**src/rtl/image_pkg.sv**
```systemverilog
// image_pkg: definitions shared by read_data, write_data and their benches.
//   - default image geometry
//   - read-side FSM state encoding
//   - bit offsets of the six 8-bit colour fields within a 48-bit RAM word
//     (even pixel in the low 24 bits, odd pixel in the high 24 bits)
//   - small helpers for field extraction and counter sizing
package image_pkg;

  localparam int unsigned IMAGE_WIDTH_DEF  = 768;
  localparam int unsigned IMAGE_HEIGHT_DEF = 512;
  localparam int unsigned WORD_WIDTH       = 48;

  localparam int unsigned R_EVEN_LSB = 16;
  localparam int unsigned G_EVEN_LSB = 8;
  localparam int unsigned B_EVEN_LSB = 0;
  localparam int unsigned R_ODD_LSB  = 40;
  localparam int unsigned G_ODD_LSB  = 32;
  localparam int unsigned B_ODD_LSB  = 24;

  typedef enum logic [2:0] {
    S_IDLE,
    S_VSYNC,
    S_HGAP,
    S_LINE,
    S_FLUSH,
    S_DONE
  } rd_state_t;

  typedef struct packed {
    logic [7:0] r;
    logic [7:0] g;
    logic [7:0] b;
  } rgb_t;

  function automatic rgb_t even_pixel(input logic [WORD_WIDTH-1:0] w);
    rgb_t p;
    p.r = w[R_EVEN_LSB +: 8];
    p.g = w[G_EVEN_LSB +: 8];
    p.b = w[B_EVEN_LSB +: 8];
    return p;
  endfunction

  function automatic rgb_t odd_pixel(input logic [WORD_WIDTH-1:0] w);
    rgb_t p;
    p.r = w[R_ODD_LSB +: 8];
    p.g = w[G_ODD_LSB +: 8];
    p.b = w[B_ODD_LSB +: 8];
    return p;
  endfunction

  // Width able to hold values 0..n-1, never less than one bit.
  function automatic int unsigned clog2_min1(input int unsigned n);
    return (n <= 2) ? 1 : $clog2(n);
  endfunction

  function automatic int unsigned max_u(input int unsigned a, input int unsigned b);
    return (a > b) ? a : b;
  endfunction

endpackage

```
**src/rtl/read_data_if.sv**
```systemverilog
// read_data_if: frame-buffer RAM read bus plus the outgoing pixel stream.
//   master (read_data side):
//     mem_Addr, mem_Read_Enable  out  RAM word address and read strobe
//     mem_Data                   in   48-bit RAM word, valid 1 cycle after strobe
//     vertical_Pulse             out  pre-frame sync period
//     horizontal_Pulse           out  data outputs carry a valid pixel pair
//     data_{Red,Green,Blue}_{Even,Odd}  out  8-bit pixel components
//   slave: the mirror image (RAM model / downstream consumer).
interface read_data_if #(
  parameter int unsigned ADDR_WIDTH = 18
);
  logic [ADDR_WIDTH-1:0] mem_Addr;
  logic                  mem_Read_Enable;
  logic [47:0]           mem_Data;
  logic                  vertical_Pulse;
  logic                  horizontal_Pulse;
  logic [7:0]            data_Red_Even;
  logic [7:0]            data_Green_Even;
  logic [7:0]            data_Blue_Even;
  logic [7:0]            data_Red_Odd;
  logic [7:0]            data_Green_Odd;
  logic [7:0]            data_Blue_Odd;

  modport master (
    output mem_Addr, mem_Read_Enable,
    input  mem_Data,
    output vertical_Pulse, horizontal_Pulse,
    output data_Red_Even, data_Green_Even, data_Blue_Even,
    output data_Red_Odd, data_Green_Odd, data_Blue_Odd
  );

  modport slave (
    input  mem_Addr, mem_Read_Enable,
    output mem_Data,
    input  vertical_Pulse, horizontal_Pulse,
    input  data_Red_Even, data_Green_Even, data_Blue_Even,
    input  data_Red_Odd, data_Green_Odd, data_Blue_Odd
  );
endinterface

```
**src/rtl/read_timing_counter.sv**
```systemverilog
// read_timing_counter: loadable down-counter with a zero flag, used to time
// the VSYNC and HGAP periods of read_data.
//   clk, reset  in   clock, synchronous active-high reset
//   i_load      in   load i_value (has priority over i_dec)
//   i_value     in   value to load
//   i_dec       in   decrement by one; saturates at zero
//   o_zero      out  count is zero
module read_timing_counter #(
  parameter int unsigned WIDTH = 8
) (
  input  logic             clk,
  input  logic             reset,
  input  logic             i_load,
  input  logic [WIDTH-1:0] i_value,
  input  logic             i_dec,
  output logic             o_zero
);
  logic [WIDTH-1:0] r_count;

  always_ff @(posedge clk) begin
    if (reset) begin
      r_count <= '0;
    end else if (i_load) begin
      r_count <= i_value;
    end else if (i_dec && (r_count != '0)) begin
      r_count <= r_count - WIDTH'(1);
    end
  end

  assign o_zero = (r_count == '0);
endmodule

```
**src/rtl/read_data.sv**
```systemverilog
// read_data: frame source for the threshold pipeline. On a start pulse in
// IDLE it holds vertical_Pulse for VSYNC_CYCLES, then for every row waits
// HSYNC_GAP idle cycles and reads IMAGE_WIDTH/2 consecutive RAM words, each
// holding an even/odd pixel pair. Pairs appear on the data outputs with
// horizontal_Pulse one cycle after their read strobe.
//   clk, reset      in   clock, synchronous active-high reset
//   start           in   one-cycle frame request, honoured only in IDLE
//   bus             master modport of read_data_if (RAM bus + pixel stream)
//   sig_Read_Done   out  one-cycle pulse at the end of the frame
//   busy            out  high in any state except IDLE
module read_data
  import image_pkg::*;
#(
  parameter int unsigned IMAGE_WIDTH  = IMAGE_WIDTH_DEF,
  parameter int unsigned IMAGE_HEIGHT = IMAGE_HEIGHT_DEF,
  parameter int unsigned VSYNC_CYCLES = 100,
  parameter int unsigned HSYNC_GAP    = 160,
  parameter int unsigned ADDR_WIDTH   = 18
) (
  input  logic          clk,
  input  logic          reset,
  input  logic          start,
  read_data_if.master   bus,
  output logic          sig_Read_Done,
  output logic          busy
);
  localparam int unsigned HALF  = IMAGE_WIDTH / 2;
  localparam int unsigned COL_W = clog2_min1(HALF);
  localparam int unsigned ROW_W = clog2_min1(IMAGE_HEIGHT);
  localparam int unsigned CNT_W = clog2_min1(max_u(VSYNC_CYCLES, HSYNC_GAP));

  localparam logic [COL_W-1:0] COL_LAST = COL_W'(HALF - 1);
  localparam logic [ROW_W-1:0] ROW_LAST = ROW_W'(IMAGE_HEIGHT - 1);
  localparam logic [CNT_W-1:0] VS_LOAD  = CNT_W'(VSYNC_CYCLES - 1);
  localparam logic [CNT_W-1:0] HG_LOAD  = CNT_W'(HSYNC_GAP - 1);

  rd_state_t             r_state;
  logic [ROW_W-1:0]      r_row;
  logic [COL_W-1:0]      r_col;
  logic [ADDR_WIDTH-1:0] r_addr;
  logic                  r_rd_en;
  logic                  r_vpulse;
  logic                  r_done;
  logic                  r_busy;

  logic                  r_valid;
  rgb_t                  r_hold_even;
  rgb_t                  r_hold_odd;

  logic                  w_cnt_load;
  logic [CNT_W-1:0]      w_cnt_value;
  logic                  w_cnt_dec;
  logic                  w_cnt_zero;
  logic                  w_col_last;
  logic                  w_row_last;
  rgb_t                  w_even;
  rgb_t                  w_odd;
  rgb_t                  w_out_even;
  rgb_t                  w_out_odd;

  assign w_col_last = (r_col == COL_LAST);
  assign w_row_last = (r_row == ROW_LAST);

  // The counter is loaded on the transition into a timed state, so it
  // reaches zero in that state's last cycle.
  always_comb begin
    w_cnt_load  = 1'b0;
    w_cnt_value = HG_LOAD;
    w_cnt_dec   = 1'b0;
    case (r_state)
      S_IDLE: begin
        if (start) begin
          w_cnt_load  = 1'b1;
          w_cnt_value = VS_LOAD;
        end
      end
      S_VSYNC: begin
        if (w_cnt_zero) w_cnt_load = 1'b1;
        else            w_cnt_dec  = 1'b1;
      end
      S_HGAP: w_cnt_dec = 1'b1;
      S_LINE: begin
        if (w_col_last && !w_row_last) w_cnt_load = 1'b1;
      end
      default: ;
    endcase
  end

  read_timing_counter #(
    .WIDTH (CNT_W)
  ) u_timer (
    .clk     (clk),
    .reset   (reset),
    .i_load  (w_cnt_load),
    .i_value (w_cnt_value),
    .i_dec   (w_cnt_dec),
    .o_zero  (w_cnt_zero)
  );

  // Outputs are set on the transition into a state so they are registered
  // yet line up exactly with the state they describe. Rows are contiguous in
  // RAM, so a running address equals row*(IMAGE_WIDTH/2)+col.
  always_ff @(posedge clk) begin
    if (reset) begin
      r_state  <= S_IDLE;
      r_row    <= '0;
      r_col    <= '0;
      r_addr   <= '0;
      r_rd_en  <= 1'b0;
      r_vpulse <= 1'b0;
      r_done   <= 1'b0;
      r_busy   <= 1'b0;
    end else begin
      case (r_state)
        S_IDLE: begin
          if (start) begin
            r_state  <= S_VSYNC;
            r_vpulse <= 1'b1;
            r_busy   <= 1'b1;
            r_row    <= '0;
            r_col    <= '0;
            r_addr   <= '0;
          end
        end
        S_VSYNC: begin
          if (w_cnt_zero) begin
            r_state  <= S_HGAP;
            r_vpulse <= 1'b0;
          end
        end
        S_HGAP: begin
          if (w_cnt_zero) begin
            r_state <= S_LINE;
            r_rd_en <= 1'b1;
            r_col   <= '0;
          end
        end
        S_LINE: begin
          r_addr <= r_addr + ADDR_WIDTH'(1);
          r_col  <= r_col + COL_W'(1);
          if (w_col_last) begin
            r_rd_en <= 1'b0;
            if (w_row_last) begin
              r_state <= S_FLUSH;
            end else begin
              r_state <= S_HGAP;
              r_row   <= r_row + ROW_W'(1);
            end
          end
        end
        S_FLUSH: begin
          r_state <= S_DONE;
          r_done  <= 1'b1;
        end
        S_DONE: begin
          r_state <= S_IDLE;
          r_done  <= 1'b0;
          r_busy  <= 1'b0;
        end
        default: begin
          r_state  <= S_IDLE;
          r_rd_en  <= 1'b0;
          r_vpulse <= 1'b0;
          r_done   <= 1'b0;
          r_busy   <= 1'b0;
        end
      endcase
    end
  end

  // r_valid marks the cycle in which the RAM word for a strobe is on
  // mem_Data. That word is shown directly while valid and captured at the
  // end of the cycle, so the outputs keep showing it once valid drops.
  // Clearing r_valid on reset drops any read still in flight.
  assign w_even = even_pixel(bus.mem_Data);
  assign w_odd  = odd_pixel(bus.mem_Data);

  always_ff @(posedge clk) begin
    if (reset) begin
      r_valid     <= 1'b0;
      r_hold_even <= '0;
      r_hold_odd  <= '0;
    end else begin
      r_valid <= r_rd_en;
      if (r_valid) begin
        r_hold_even <= w_even;
        r_hold_odd  <= w_odd;
      end
    end
  end

  assign w_out_even = r_valid ? w_even : r_hold_even;
  assign w_out_odd  = r_valid ? w_odd  : r_hold_odd;

  assign bus.mem_Addr         = r_addr;
  assign bus.mem_Read_Enable  = r_rd_en;
  assign bus.vertical_Pulse   = r_vpulse;
  assign bus.horizontal_Pulse = r_valid;
  assign bus.data_Red_Even    = w_out_even.r;
  assign bus.data_Green_Even  = w_out_even.g;
  assign bus.data_Blue_Even   = w_out_even.b;
  assign bus.data_Red_Odd     = w_out_odd.r;
  assign bus.data_Green_Odd   = w_out_odd.g;
  assign bus.data_Blue_Odd    = w_out_odd.b;
  assign sig_Read_Done        = r_done;
  assign busy                 = r_busy;
endmodule
```
**src/flat_wrapper.sv**
```systemverilog
// flat-port wrapper written by rule: the top's interface ports become plain ports
module read_data_flat import image_pkg::*;
#(
  parameter int unsigned IMAGE_WIDTH  = IMAGE_WIDTH_DEF,
  parameter int unsigned IMAGE_HEIGHT = IMAGE_HEIGHT_DEF,
  parameter int unsigned VSYNC_CYCLES = 100,
  parameter int unsigned HSYNC_GAP    = 160,
  parameter int unsigned ADDR_WIDTH   = 18
)
  (clk, reset, start, sig_Read_Done, busy, bus_mem_Addr, bus_mem_Read_Enable, bus_mem_Data, bus_vertical_Pulse, bus_horizontal_Pulse, bus_data_Red_Even, bus_data_Green_Even, bus_data_Blue_Even, bus_data_Red_Odd, bus_data_Green_Odd, bus_data_Blue_Odd);
  read_data_if #(.ADDR_WIDTH(ADDR_WIDTH)) bus_i ();
  input  logic clk;
  input  logic reset;
  input  logic start;
  output logic sig_Read_Done;
  output logic busy;
  output wire logic [$bits(bus_i.mem_Addr)-1:0] bus_mem_Addr;
  output wire logic [$bits(bus_i.mem_Read_Enable)-1:0] bus_mem_Read_Enable;
  input wire logic [$bits(bus_i.mem_Data)-1:0] bus_mem_Data;
  output wire logic [$bits(bus_i.vertical_Pulse)-1:0] bus_vertical_Pulse;
  output wire logic [$bits(bus_i.horizontal_Pulse)-1:0] bus_horizontal_Pulse;
  output wire logic [$bits(bus_i.data_Red_Even)-1:0] bus_data_Red_Even;
  output wire logic [$bits(bus_i.data_Green_Even)-1:0] bus_data_Green_Even;
  output wire logic [$bits(bus_i.data_Blue_Even)-1:0] bus_data_Blue_Even;
  output wire logic [$bits(bus_i.data_Red_Odd)-1:0] bus_data_Red_Odd;
  output wire logic [$bits(bus_i.data_Green_Odd)-1:0] bus_data_Green_Odd;
  output wire logic [$bits(bus_i.data_Blue_Odd)-1:0] bus_data_Blue_Odd;
  assign bus_mem_Addr = bus_i.mem_Addr;
  assign bus_mem_Read_Enable = bus_i.mem_Read_Enable;
  assign bus_i.mem_Data = bus_mem_Data;
  assign bus_vertical_Pulse = bus_i.vertical_Pulse;
  assign bus_horizontal_Pulse = bus_i.horizontal_Pulse;
  assign bus_data_Red_Even = bus_i.data_Red_Even;
  assign bus_data_Green_Even = bus_i.data_Green_Even;
  assign bus_data_Blue_Even = bus_i.data_Blue_Even;
  assign bus_data_Red_Odd = bus_i.data_Red_Odd;
  assign bus_data_Green_Odd = bus_i.data_Green_Odd;
  assign bus_data_Blue_Odd = bus_i.data_Blue_Odd;
  read_data #(.IMAGE_WIDTH(IMAGE_WIDTH), .IMAGE_HEIGHT(IMAGE_HEIGHT), .VSYNC_CYCLES(VSYNC_CYCLES), .HSYNC_GAP(HSYNC_GAP), .ADDR_WIDTH(ADDR_WIDTH)) u_core (.clk(clk), .reset(reset), .start(start), .bus(bus_i), .sig_Read_Done(sig_Read_Done), .busy(busy));
endmodule
```
**config.mk**
```make
export PLATFORM = sky130hd
export DESIGN_NAME = read_data_flat
export DESIGN_NICKNAME = d
export VERILOG_FILES = /design/src/rtl/image_pkg.sv /design/src/rtl/read_data_if.sv /design/src/rtl/read_timing_counter.sv /design/src/rtl/read_data.sv /design/src/flat_wrapper.sv
export SDC_FILE = /design/constraint.sdc
export NUM_CORES = 1
export LEC_CHECK = 0
export BUFFER_PORTS_ARGS = -buffer_cell sky130_fd_sc_hd__buf_2
export CORE_MARGIN = 5
export CORE_UTILIZATION = 40
export DETAILED_ROUTE_END_ITERATION = 8
export GPL_ROUTABILITY_DRIVEN = 0
export MAX_ROUTING_LAYER = met4
export PLACE_DENSITY = 0.64
export SYNTH_ARGS = -nofsm -noshare
export SYNTH_HDL_FRONTEND = slang
export SYNTH_HIERARCHICAL = 1
export SYNTH_SLANG_ARGS = --single-unit
```
**constraint.sdc**
```tcl
create_clock -name clk -period 3 [get_ports clk]
set_input_delay 0.6 -clock clk [delete_from_list [all_inputs] [get_ports clk]]
set_output_delay 0.6 -clock clk [all_outputs]
set_load 0.03 [all_outputs]
```
Word level (Yosys, flattened, before mapping)
Cells that the tools add are included.

Bits in registers: 100. Input port bits: 51. Word-level logic and storage cells: 89.

$add $sub $neg: 4. Equality and inequality tests: 12. Multiplexer cells: 34. Bitwise logic cells: 3. Reduce and logical (&&, ||, !) cells: 20.

Operators by type and width (number): $mux 24 (2); $mux 9 (4); $pmux 18 s2 (1); $mux 8 (4); $pmux 9 s3 (1); $add 18x1->18 const B (1); $add 9x1->9 const B (2); $eq 9x9->1 const B (2); $mux 18 (1); $pmux 9 s2 (1); $reduce_or 4->1 (4); $mux 3 (5); $pmux 3 s5 (1); $pmux 1 s3 (3); $reduce_and 3->1 (3); $logic_not 8->1 (1); $mux 1 (8); $ne 2x2->1 const B (4); $reduce_and 4->1 (2); $reduce_bool 8->1 (1); $sub 8x1->8 const B (1); $eq 3x2->1 const B (2); $eq 3x3->1 const B (2); $pmux 1 s2 (3); other kinds (9) (14).

Depth between registers and ports, before layout
Gate-level depths: netlist (run 1).

Depth in word-level cells: 6. Mapped depth: 11. Mapped depth without buffers: 11.

Hierarchy
The synthesis (run 1) kept the hierarchy.

Modules (own cells, without submodules): read_data (times used 1, cells an instance 433, area each 4160.2 sq um, sequential area each 1841.8 sq um); read_timing_counter (times used 1, cells an instance 59, area each 515.5 sq um, sequential area each 160.2 sq um).

Worst setup path after synthesis (run 1)
Ideal clock, no wire load.

Kind: reg-to-reg. From: reg u_core.u_timer.r_count[2]. To: reg u_core.u_timer.r_count[1]. Arrival: 2.661 ns. Path slack: 0.205 ns. Stages on the path, launching flop included: 9. Buffers on the path: 1. Period minus slack after synthesis: 2.795 ns. Cell sequence: dfxtp_1 > or4_4 > nor4_1 > nand2b_1 > o311ai_0 > clkbuf_1 > clkinv_1 > nand4b_1 > o211ai_1.

Elaborated cells between the ends (all ways): 9. Classes of those cells: mux: 5; reduce/logical: 4.

RTL lines: start: declaration (line read_timing_counter.sv:18) `logic [WIDTH-1:0] r_count;`; start signal: assignment (line read_timing_counter.sv:24) `r_count <= i_value;`; start signal: assignment (line read_timing_counter.sv:26) `r_count <= r_count - WIDTH'(1);`; $logic_not 8->1 (*) (line read_timing_counter.sv:30) `assign o_zero = (r_count == '0);`; net u_core.w_cnt_zero (line read_data.sv:53) `logic w_cnt_zero;`; $mux 1 (*) (line read_data.sv:78) `if (w_cnt_zero) w_cnt_load = 1'b1;`; $pmux 1 s3 (*) (line read_data.sv:70) `case (r_state)`; net u_core.w_cnt_load (line read_data.sv:50) `logic w_cnt_load;`; $mux 8 / $reduce_bool 2->1 (equally long branches).

Mark *: on every way through the listed nets, which the timed path passes. The rest lies on a longest branch. A chain may end at the register's enable or synchronous reset.

Worst setup path after layout (run 1)
From: reg u_core.r_row[0]. To: reg u_core.u_timer.r_count[5].

Longest elaborated chain between the ends: 6. Elaborated cells between the ends (all ways): 7. Classes of those cells: eq/ne: 1; mux: 3; reduce/logical: 3.

Ends and longest elaborated chain: start: declaration (line read_data.sv:38) `logic [ROW_W-1:0] r_row;`; start signal: assignment (line read_data.sv:147) `r_row <= r_row + ROW_W'(1);`; $eq 9x9->1 (*) (line read_data.sv:62) `assign w_row_last = (r_row == ROW_LAST);`; $logic_not 1->1 (*) (line read_data.sv:83) `if (w_col_last && !w_row_last) w_cnt_load = 1'b1;`; $logic_and 1x1->1 (*) (line read_data.sv:83); $mux 1 (*) (line read_data.sv:83); $pmux 1 s3 (*) (line read_data.sv:70); net u_core.w_cnt_load (line read_data.sv:50); $mux 8 / $reduce_bool 2->1 (equally long branches).

Marked as above.

==> flow_metrics.tcl, run 1 <==
set metrics [dict create \
    grt_overflow 0 \
    async_flop_share_pct 0 \
    die_y_um 118.1 \
    slowest_delay_ns 0.63 \
    gr-usage-all-layers_pct 15.51 \
    syn2layout_area_growth_pct 23.36 \
    drtAntennaViolNets 0 \
    final_common_cell "buf_2" \
    remaining_drc_errors 0 \
    path_clk_slew_ns 0.07 \
    maxSlewHeadroom_pct 40.37 \
    routedWlPerCell_um 14.27 \
    drive_gt1_share_pct 36.93 \
    n_antenna_cell 0 \
    cts.sinks 100 \
    cp_slowest_cell "or4_4" \
    die_x_um 118.1 \
    clock-root-buffer "clkbuf_16" \
    synth_top_area_share_pct 42.82 \
    grt_max_degree 51 \
    coreArea_mm2 0.01142 \
    fillers 1048 \
    synth.yosys.seq_area_share_pct 42.82 \
    numCtsBuffers 9 \
    num_io_pins 122 \
    synth_top_area_cell "dfxtp_1" \
    rsz0062_at_grt "no" \
    grt_first_pass_wirelength_um 17860 \
    hold_viol 0 \
    synth_edf_count 0 \
    power_frac_seq_pct 42.0 \
    path_class "reg -> reg" \
    synthTopCellsByArea "dfxtp_1 43%, mux2_2 13%, nor2b_1 6.7%, nand3_1 3.2%, a21oi_1 2.9%" \
    regToRegSetupSlack_ns 0.27 \
    holdCritPathClass "reg -> reg" \
    combPwrFrac_pct 23.0 \
    fmax_ghz 0.3660 \
    cts.repair.resized 0 \
    wirelength_um 10780 \
    worst_slew_pin_slew_ns 0.8944 \
    power_density_mw_per_mm2 611.6 \
    cp_cell_sequence "ha_1, and3_1, and3_1, ha_1, or4_4, o311ai_0, buf_4, clkinvlp_4, nor2_1, a311oi_1" \
    design.die.area_mm2 0.01395 \
    cp-start-kind "flip-flop" \
    fin_crit_ns 2.732 \
    nNetsFinal 664 \
    synth_seq_cells 100 \
    maxCapViolations 0 \
    place_area_mm2 0.005425 \
    dr.pass1.iters 5 \
    cts_setup_buffers 0 \
    swShare_pct 29.33 \
    period_share_pct 91.08 \
    tns_ns 0 \
    cp_max_fo 13 \
    antenna_found_initial 0 \
    netlist_area_mm2 0.004676 \
    vias 4000 \
    seq_area_mm2 0.002003 \
    hpwl_um 7658 \
    synth.distinct_cells 57 \
    ys.flop_type "dfxtp_1" \
    p_leak_nw 2.487 \
    cp.required_ns 3.18 \
    arrival_ns 2.92 \
    via_per_inst 5.298 \
    p_clk_share_pct 35.1 \
    numPortBuffers 121 \
    yosysWarningCount 6 \
    clock_latency_ns 0.34 \
    multi_input_area_mm2 0.002512 \
    tritoncts "yes" \
    vdd_drop_max_uv 318.1 \
    drv_slew 0 \
    grt_pass1_vias 3702 \
    outcome "complete, no violations" \
    drtIter0Drc 241 \
    synth_cells 492 \
    layout_common_cells "121 x buf_2, 99 x dfxtp_1, 54 x mux2_2" \
    final_cells 755 \
    crit_path_end_kind "flip-flop" \
    core.rowCount 39 \
    p_int_mw 2.493 \
    dpl.cell_count 739 \
    finalSetupViolations 0 \
    clk_path_buf_depth 2 \
    avgSynthCellArea_um2 9.504 \
    p_switching_mw 1.035 \
    fin_skew_ns 0.007601 \
    htree_levels 3 \
    ctsHoldBuffers 0 \
    layout.cell_area.non_filler_mm2 0.005768 \
    start_util_pct 40.95 \
]
[synth_stat cells, drive strengths merged (5+ instances only)]
cell type,count
mux2,54
nor3,8
o211ai,7
o21ai,10
nor2b,50
nor2,31
nand4,5
or3,7
nand2,17
dfxtp,100
a21oi,27
clkbuf,18
inv,11
buf,11
a31oi,6
or4,18
o311ai,5
nor3b,7
ha,6
nand3,30
[per-layer routing]
| layer | share of wire (%) | global-route usage (%) |
|---|---|---|
| met1 | 48 | 19.51 |
| met3 | 5.7 | 3.892 |
| met4 | 1.5 | 6.380 |
| met5 | 0 | - |
| met2 | 45 | 23.77 |
[stage by stage]
step,hold slack (ns),total power [mW],worst slack [ns],util [%]
after detailed placement,0.4753,2.306,0.2168,47.51
after global placement,0.4567,2.281,0.2689,47.51
final,0.4848,3.528,0.2676,50.52
after CTS,0.4855,3.565,0.1950,50.43
after global routing,0.5090,3.721,0.06115,50.52
after floorplan,0.4520,2.090,0.2049,-
[area by class of cell]
type,instances,share of cell area [%]
tap,143,3.102
clock inverter,2,0.6725
timing repair buffer,132,11.93
inverter,13,0.9111
clock buffer,14,5.098
multi-input combinational,351,43.56
sequential,100,34.73
[logic make-up after synthesis]
| logic type | Yosys count | share of synthesized area (%) |
|---|---|---|
| flip-flops | 100 | 42.82 |
| AND/OR/NAND/NOR | 201 | 25.53 |
| multiplexers | 56 | 13.43 |
| XOR/XNOR | 5 | 0.9365 |
| buffers and inverters | 42 | 3.666 |
| AO/OA/AOI/OAI | 81 | 11.93 |
| other | 1 | 0.08020 |
| adder cells (fa/ha/maj) | 6 | 1.606 |
[power groups by stage]
stage / registers, mW / clock network [mW] / logic (mW)
6_report: 1.48 / 1.24 / 0.810
3_5_place_dp: 1.51 / 0 / 0.799
5_1_grt: 1.49 / 1.33 / 0.895
3_3_place_gp: 1.50 / 0 / 0.778
4_1_cts: 1.48 / 1.28 / 0.804
2_1_floorplan: 1.49 / 0 / 0.595
[registers in the layout, summed over array words and instances (netlist names)]
register,cells
u_core/u_timer/r_count,8
u_core/r_state,3
u_core/r_hold_odd,24
u_core/bus.mem_Addr,18
u_core/bus.mem_Read_Enable,1
u_core/busy,1
u_core/sig_Read_Done,1
u_core/r_row,9
u_core/r_col,9
u_core/bus.horizontal_Pulse,1
u_core/bus.vertical_Pulse,1
u_core/r_hold_even,24
[worst max-delay path, delay by kind of cell, from the launching register on]
family / cells / cell delay [ns]
DFF: 1 / 0.33
and+or+nand+nor: 4 / 1.14
buffers and inverters: 2 / 0.44
AOI/OAI and AO/OA: 2 / 0.21
adders and majority gates: 2 / 0.46
[path summary, 6_finish.rpt]
path                                    end       startpoint  cells after the start
setup / recovery  u_core/u_timer/r_count[5]  u_core/r_row[0]                     10
hold / removal              u_core/r_row[8]  u_core/r_row[8]                      2
setup reg to reg  u_core/u_timer/r_count[5]  u_core/r_row[0]                     10
hold reg to reg             u_core/r_row[8]  u_core/r_row[8]                      2
No activity file was read; power rests on OpenSTA's default activity.
==> inputs of run 2 (changes only) <==
--- a/config.mk
+++ b/config.mk
@@ -6,12 +6,14 @@
 export NUM_CORES = 1
 export LEC_CHECK = 0
 export BUFFER_PORTS_ARGS = -buffer_cell sky130_fd_sc_hd__buf_2
+export CELL_PAD_IN_SITES_DETAIL_PLACEMENT = 0
+export CELL_PAD_IN_SITES_GLOBAL_PLACEMENT = 1
 export CORE_MARGIN = 5
 export CORE_UTILIZATION = 40
 export DETAILED_ROUTE_END_ITERATION = 8
 export GPL_ROUTABILITY_DRIVEN = 0
 export MAX_ROUTING_LAYER = met4
-export PLACE_DENSITY = 0.64
+export PLACE_DENSITY = 0.81
 export SYNTH_ARGS = -nofsm -noshare
 export SYNTH_HDL_FRONTEND = slang
 export SYNTH_HIERARCHICAL = 1
==> run 2 against run 1 <==
Net effect: clock power shrank 4%; count of clock-buffer cells in the layout fell by 3; maximum frequency about the same; first-iteration DRC count rose by 31%; design area down 0.50%; total power fell by 1.9%; core utilization down 0.25 points; critical path type unchanged; critical endpoint is now u_core/u_timer/r_count[1].
==> flow_metrics.tcl, run 2 (synthesis gave the netlist of run 1 again) <==
set metrics [dict create \
    via_per_inst 5.331 \
    cp-start-kind "flip-flop" \
    start_util_pct 40.95 \
    cp_slowest_cell "or4_4" \
    final_cells 753 \
    n_antenna_cell 0 \
    holdCritPathClass "reg -> reg" \
    vdd_drop_max_uv 351.1 \
    numPortBuffers 121 \
    tns_ns 0 \
    num_io_pins 122 \
    routedWlPerCell_um 14.63 \
    drtAntennaViolNets 0 \
    drive_gt1_share_pct 36.56 \
    remaining_drc_errors 0 \
    dr.pass1.iters 5 \
    fmax_ghz 0.3660 \
    nNetsFinal 662 \
    numCtsBuffers 9 \
    vias 4014 \
    clock-root-buffer "clkbuf_16" \
    ctsHoldBuffers 0 \
    syn2layout_area_growth_pct 22.75 \
    cts.sinks 100 \
    maxSlewHeadroom_pct 48.85 \
    cp_cell_sequence "ha_1, and3_1, and3_1, ha_1, or4_4, o311ai_0, buf_4, clkinvlp_4, nand4b_1, o211ai_1" \
    core.rowCount 39 \
    maxCapViolations 0 \
    cts_setup_buffers 0 \
    clock_latency_ns 0.34 \
    power_density_mw_per_mm2 602.9 \
    arrival_ns 2.94 \
    drv_slew 0 \
    hold_viol 0 \
    slowest_delay_ns 0.64 \
    grt_max_degree 83 \
    grt_overflow 0 \
    antenna_found_initial 0 \
    p_leak_nw 2.468 \
    wirelength_um 11020 \
    hpwl_um 7796 \
    crit_path_end_kind "flip-flop" \
    die_x_um 118.1 \
    layout_common_cells "121 x buf_2, 99 x dfxtp_1, 54 x mux2_2" \
    tritoncts "yes" \
    cts.repair.resized 0 \
    fillers 1060 \
    coreArea_mm2 0.01142 \
    finalSetupViolations 0 \
    dpl.cell_count 737 \
    die_y_um 118.1 \
    grt_pass1_vias 3772 \
    drtIter0Drc 315 \
    design.die.area_mm2 0.01395 \
    clk_path_buf_depth 2 \
    regToRegSetupSlack_ns 0.27 \
    rsz0062_at_grt "no" \
    htree_levels 3 \
    period_share_pct 91.06 \
    gr-usage-all-layers_pct 16.02 \
    cp.required_ns 3.21 \
    fin_crit_ns 2.732 \
    worst_slew_pin_slew_ns 0.7603 \
    final_common_cell "buf_2" \
    path_class "reg -> reg" \
    path_clk_slew_ns 0.06 \
    outcome "complete, no violations" \
    fin_skew_ns 0.008592 \
    grt_first_pass_wirelength_um 18510 \
    cp_max_fo 13 \
]
## run 2: per-stage QoR
stage          total power [mW]  worst slack, ns  hold slack [ns]  util (%)  instance area (µm²)
2_1_floorplan             2.090           0.2049           0.4520         -                 4679
3_3_place_gp              2.287           0.2775           0.4569     47.49                 5423
3_5_place_dp              2.294           0.2077           0.4653     47.49                 5423
4_1_cts                   3.500           0.1899           0.4825     50.23                 5736
5_1_grt                   3.655          0.06852           0.5155     50.26                 5739
6_report                  3.460           0.2681           0.4784     50.26                 5739
## run 2: area by class of cell
type / instances / area, µm² / share of cell area (%)
Clock inverter: 5 / 60.06 / 1.046
Timing Repair Buffer: 130 / 685.7 / 11.95
Inverter: 13 / 52.55 / 0.9156
Sequential cell: 100 / 2003 / 34.90
Tap cell: 143 / 178.9 / 3.118
Multi-Input combinational cell: 351 / 2506 / 43.67
Clock buffer: 11 / 252.7 / 4.404
## run 2: power by group
group	switching [mW]	internal [mW]
registers	0.0751	1.40
clock network	0.499	0.693
logic	0.465	0.326
## run 2: layer usage
layer  GRT usage, %  share of wire [%]
met5              -                  0
met2          23.49                 43
met3          4.757                7.9
met4          4.516                1.0
met1          21.43                 48
## run 2: worst paths after layout
kind	start	cells after the start	to
setup / recovery	u_core/r_row[0]	10	u_core/u_timer/r_count[1]
hold reg to reg	u_core/sig_Read_Done	2	u_core/sig_Read_Done
hold / removal	u_core/sig_Read_Done	2	u_core/sig_Read_Done
setup reg to reg	u_core/r_row[0]	10	u_core/u_timer/r_count[1]
## run 2: worst max-delay path: cells and delay by family (launching register included)
kind	cells	cell delay, ns
AOI/OAI and AO/OA	2	0.23
buffers and inverters	2	0.43
and+or+nand+nor	4	1.15
DFF	1	0.33
adders and majority gates	2	0.46
==> inputs of run 3 (changes only) <==
--- a/config.mk
+++ b/config.mk
@@ -12,7 +12,7 @@
 export CORE_UTILIZATION = 40
 export DETAILED_ROUTE_END_ITERATION = 8
 export GPL_ROUTABILITY_DRIVEN = 0
-export MAX_ROUTING_LAYER = met4
+export HOLD_SLACK_MARGIN = 0.12
 export PLACE_DENSITY = 0.81
 export SYNTH_ARGS = -nofsm -noshare
 export SYNTH_HDL_FRONTEND = slang
==> constraint.sdc (replaced) <==
create_clock -name clk -period 3 [get_ports clk]
set_input_delay 0.6 -clock clk [delete_from_list [all_inputs] [get_ports clk]]
set_output_delay 0.6 -clock clk [all_outputs]
set_load 0.005 [all_outputs]
==> run 3 against run 2 <==
Net effect: cell count decreased by 0.13%; routed wire length grew 1.4%; first-iteration DRC count decreased by 15%; global-route usage fell by 0.28 points; sequential share of layout area about the same; sequential power about the same; critical path type unchanged; largest power group unchanged.
==> flow_metrics.tcl, run 3 (synthesis gave the netlist of run 1 again) <==
set metrics [dict create \
    outcome "complete, no violations" \
    grt_overflow 0 \
    path_clk_slew_ns 0.06 \
    use_met2_pct 23.56 \
    final_common_cell "buf_2" \
    fin_skew_ns 0.007439 \
    cts_setup_buffers 0 \
    drive_gt1_share_pct 36.29 \
    p_int_mw 2.475 \
    grtUsageMet3_pct 4.277 \
    via_per_inst 5.277 \
    grt_pass1_vias 3748 \
    clock-root-buffer "clkbuf_16" \
    cp_cell_sequence "ha_1, and3_1, and3_1, ha_1, or4_4, o311ai_0, buf_4, clkinvlp_4, nand4b_1, o211ai_1" \
    layout.cell_area.non_filler_mm2 0.005743 \
    design.die.area_mm2 0.01395 \
    clock_latency_ns 0.34 \
    busiest_layer "met2" \
    cts.repair.resized 0 \
    critPathTopFamily "simple AND/OR/NAND/NOR gates" \
    remaining_drc_errors 0 \
    wirelength_um 11170 \
    numCtsBuffers 9 \
    combPwrFrac_pct 21.4 \
    p_clk_share_pct 35.6 \
    period_share_pct 91.90 \
    dr.pass1.iters 4 \
    die_x_um 118.1 \
    vdd_drop_max_uv 424.7 \
    power_density_mw_per_mm2 599.0 \
    drtIter0Drc 267 \
    fin_total_pwr_mw 3.440 \
    cp.required_ns 3.21 \
    grt_use_met1_pct 21.65 \
    cp_slowest_cell "or4_4" \
    numPortBuffers 121 \
    fmax_ghz 0.3627 \
    power_frac_seq_pct 43.0 \
    arrival_ns 2.97 \
    holdCritPathClass "reg -> reg" \
    antenna_found_initial 0 \
    num_io_pins 122 \
    p_switching_mw 0.9653 \
    cts.sinks 100 \
    htree_levels 3 \
    maxCapViolations 0 \
    place_area_mm2 0.005423 \
    grt_max_degree 85 \
    crit_buf_inv 2 \
    cp_max_fo 13 \
    nNetsFinal 662 \
    fin_crit_ns 2.757 \
    n_antenna_cell 0 \
    maxSlewHeadroom_pct 48.79 \
    clk_path_buf_depth 2 \
    vias 3968 \
    tritoncts "yes" \
    cp-start-kind "flip-flop" \
    p_leak_nw 2.471 \
    final_cells 752 \
    syn2layout_area_growth_pct 22.83 \
    routedWlPerCell_um 14.85 \
    ctsHoldBuffers 0 \
    fin_hold_ws_ns 0.4716 \
    core.rowCount 39 \
    swShare_pct 28.06 \
    rsz0062_at_grt "no" \
    hold_viol 0 \
    dpl.cell_count 737 \
    slowest_delay_ns 0.64 \
    tns_ns 0 \
    grt_first_pass_wirelength_um 18660 \
    path_class "reg -> reg" \
    layout_common_cells "121 x buf_2, 99 x dfxtp_1, 54 x mux2_2" \
    crit_path_end_kind "flip-flop" \
    hpwl_um 7889 \
    drv_slew 0 \
    coreArea_mm2 0.01142 \
    finalSetupViolations 0 \
    start_util_pct 40.95 \
    drtAntennaViolNets 0 \
    gr-usage-all-layers_pct 15.74 \
    die_y_um 118.1 \
    worst_slew_pin_slew_ns 0.7612 \
]
[run 3: final cells by class]
class	instances	area [µm²]
Clock inverter	4	73.82
Fill cell	1070	5675
Timing Repair Buffer	130	685.7
Inverter	13	52.55
Tap cell	143	178.9
Clock buffer	11	242.7
Sequential cell	100	2003
Multi-Input combinational cell	351	2506
[run 3: path summary, 6_finish.rpt]
kind | start | slack, ns | to | cells after the start
setup / recovery | u_core/r_row[0] | 0.24 | u_core/u_timer/r_count[1] | 10
hold / removal | u_core/sig_Read_Done | 0.47 | u_core/sig_Read_Done | 2
setup reg to reg | u_core/r_row[0] | 0.24 | u_core/u_timer/r_count[1] | 10
hold reg to reg | u_core/sig_Read_Done | 0.47 | u_core/sig_Read_Done | 2
[run 3: per-layer routing]
layer  up-vias  wire, µm  part of all wire, %
li1       2007         -                    -
met1      1822      5411                   48
met2       127      4794                   43
met3        12       791                  7.1
met4         0       169                  1.5
met5         -         0                    0
[run 3: worst reg2reg max path: cells and delay by family, from the launching register on]
| family | cells | cell delay (ns) |
|---|---|---|
| and+or+nand+nor | 4 | 1.16 |
| adders and majority gates | 2 | 0.46 |
| DFF | 1 | 0.33 |
| AOI/OAI and AO/OA | 2 | 0.25 |
| buffers and inverters | 2 | 0.45 |
[run 3: metrics by stage]
| step | setup WS (ns) | util (%) |
|---|---|---|
| floorplan | 0.2049 | - |
| global placement | 0.2761 | 47.49 |
| detailed placement | 0.1973 | 47.49 |
| CTS | 0.1756 | 50.26 |
| global route | 0.06894 | 50.30 |
| finish | 0.2430 | 50.30 |
[run 3: power groups by stage]
| stage | combinational, mW | sequential (mW) | clock (mW) |
|---|---|---|---|
| detailed placement | 0.732 | 1.51 | 0 |
| global placement | 0.721 | 1.51 | 0 |
| finish | 0.735 | 1.48 | 1.22 |
| floorplan | 0.549 | 1.48 | 0 |
| global route | 0.827 | 1.49 | 1.32 |
| CTS | 0.735 | 1.48 | 1.26 |
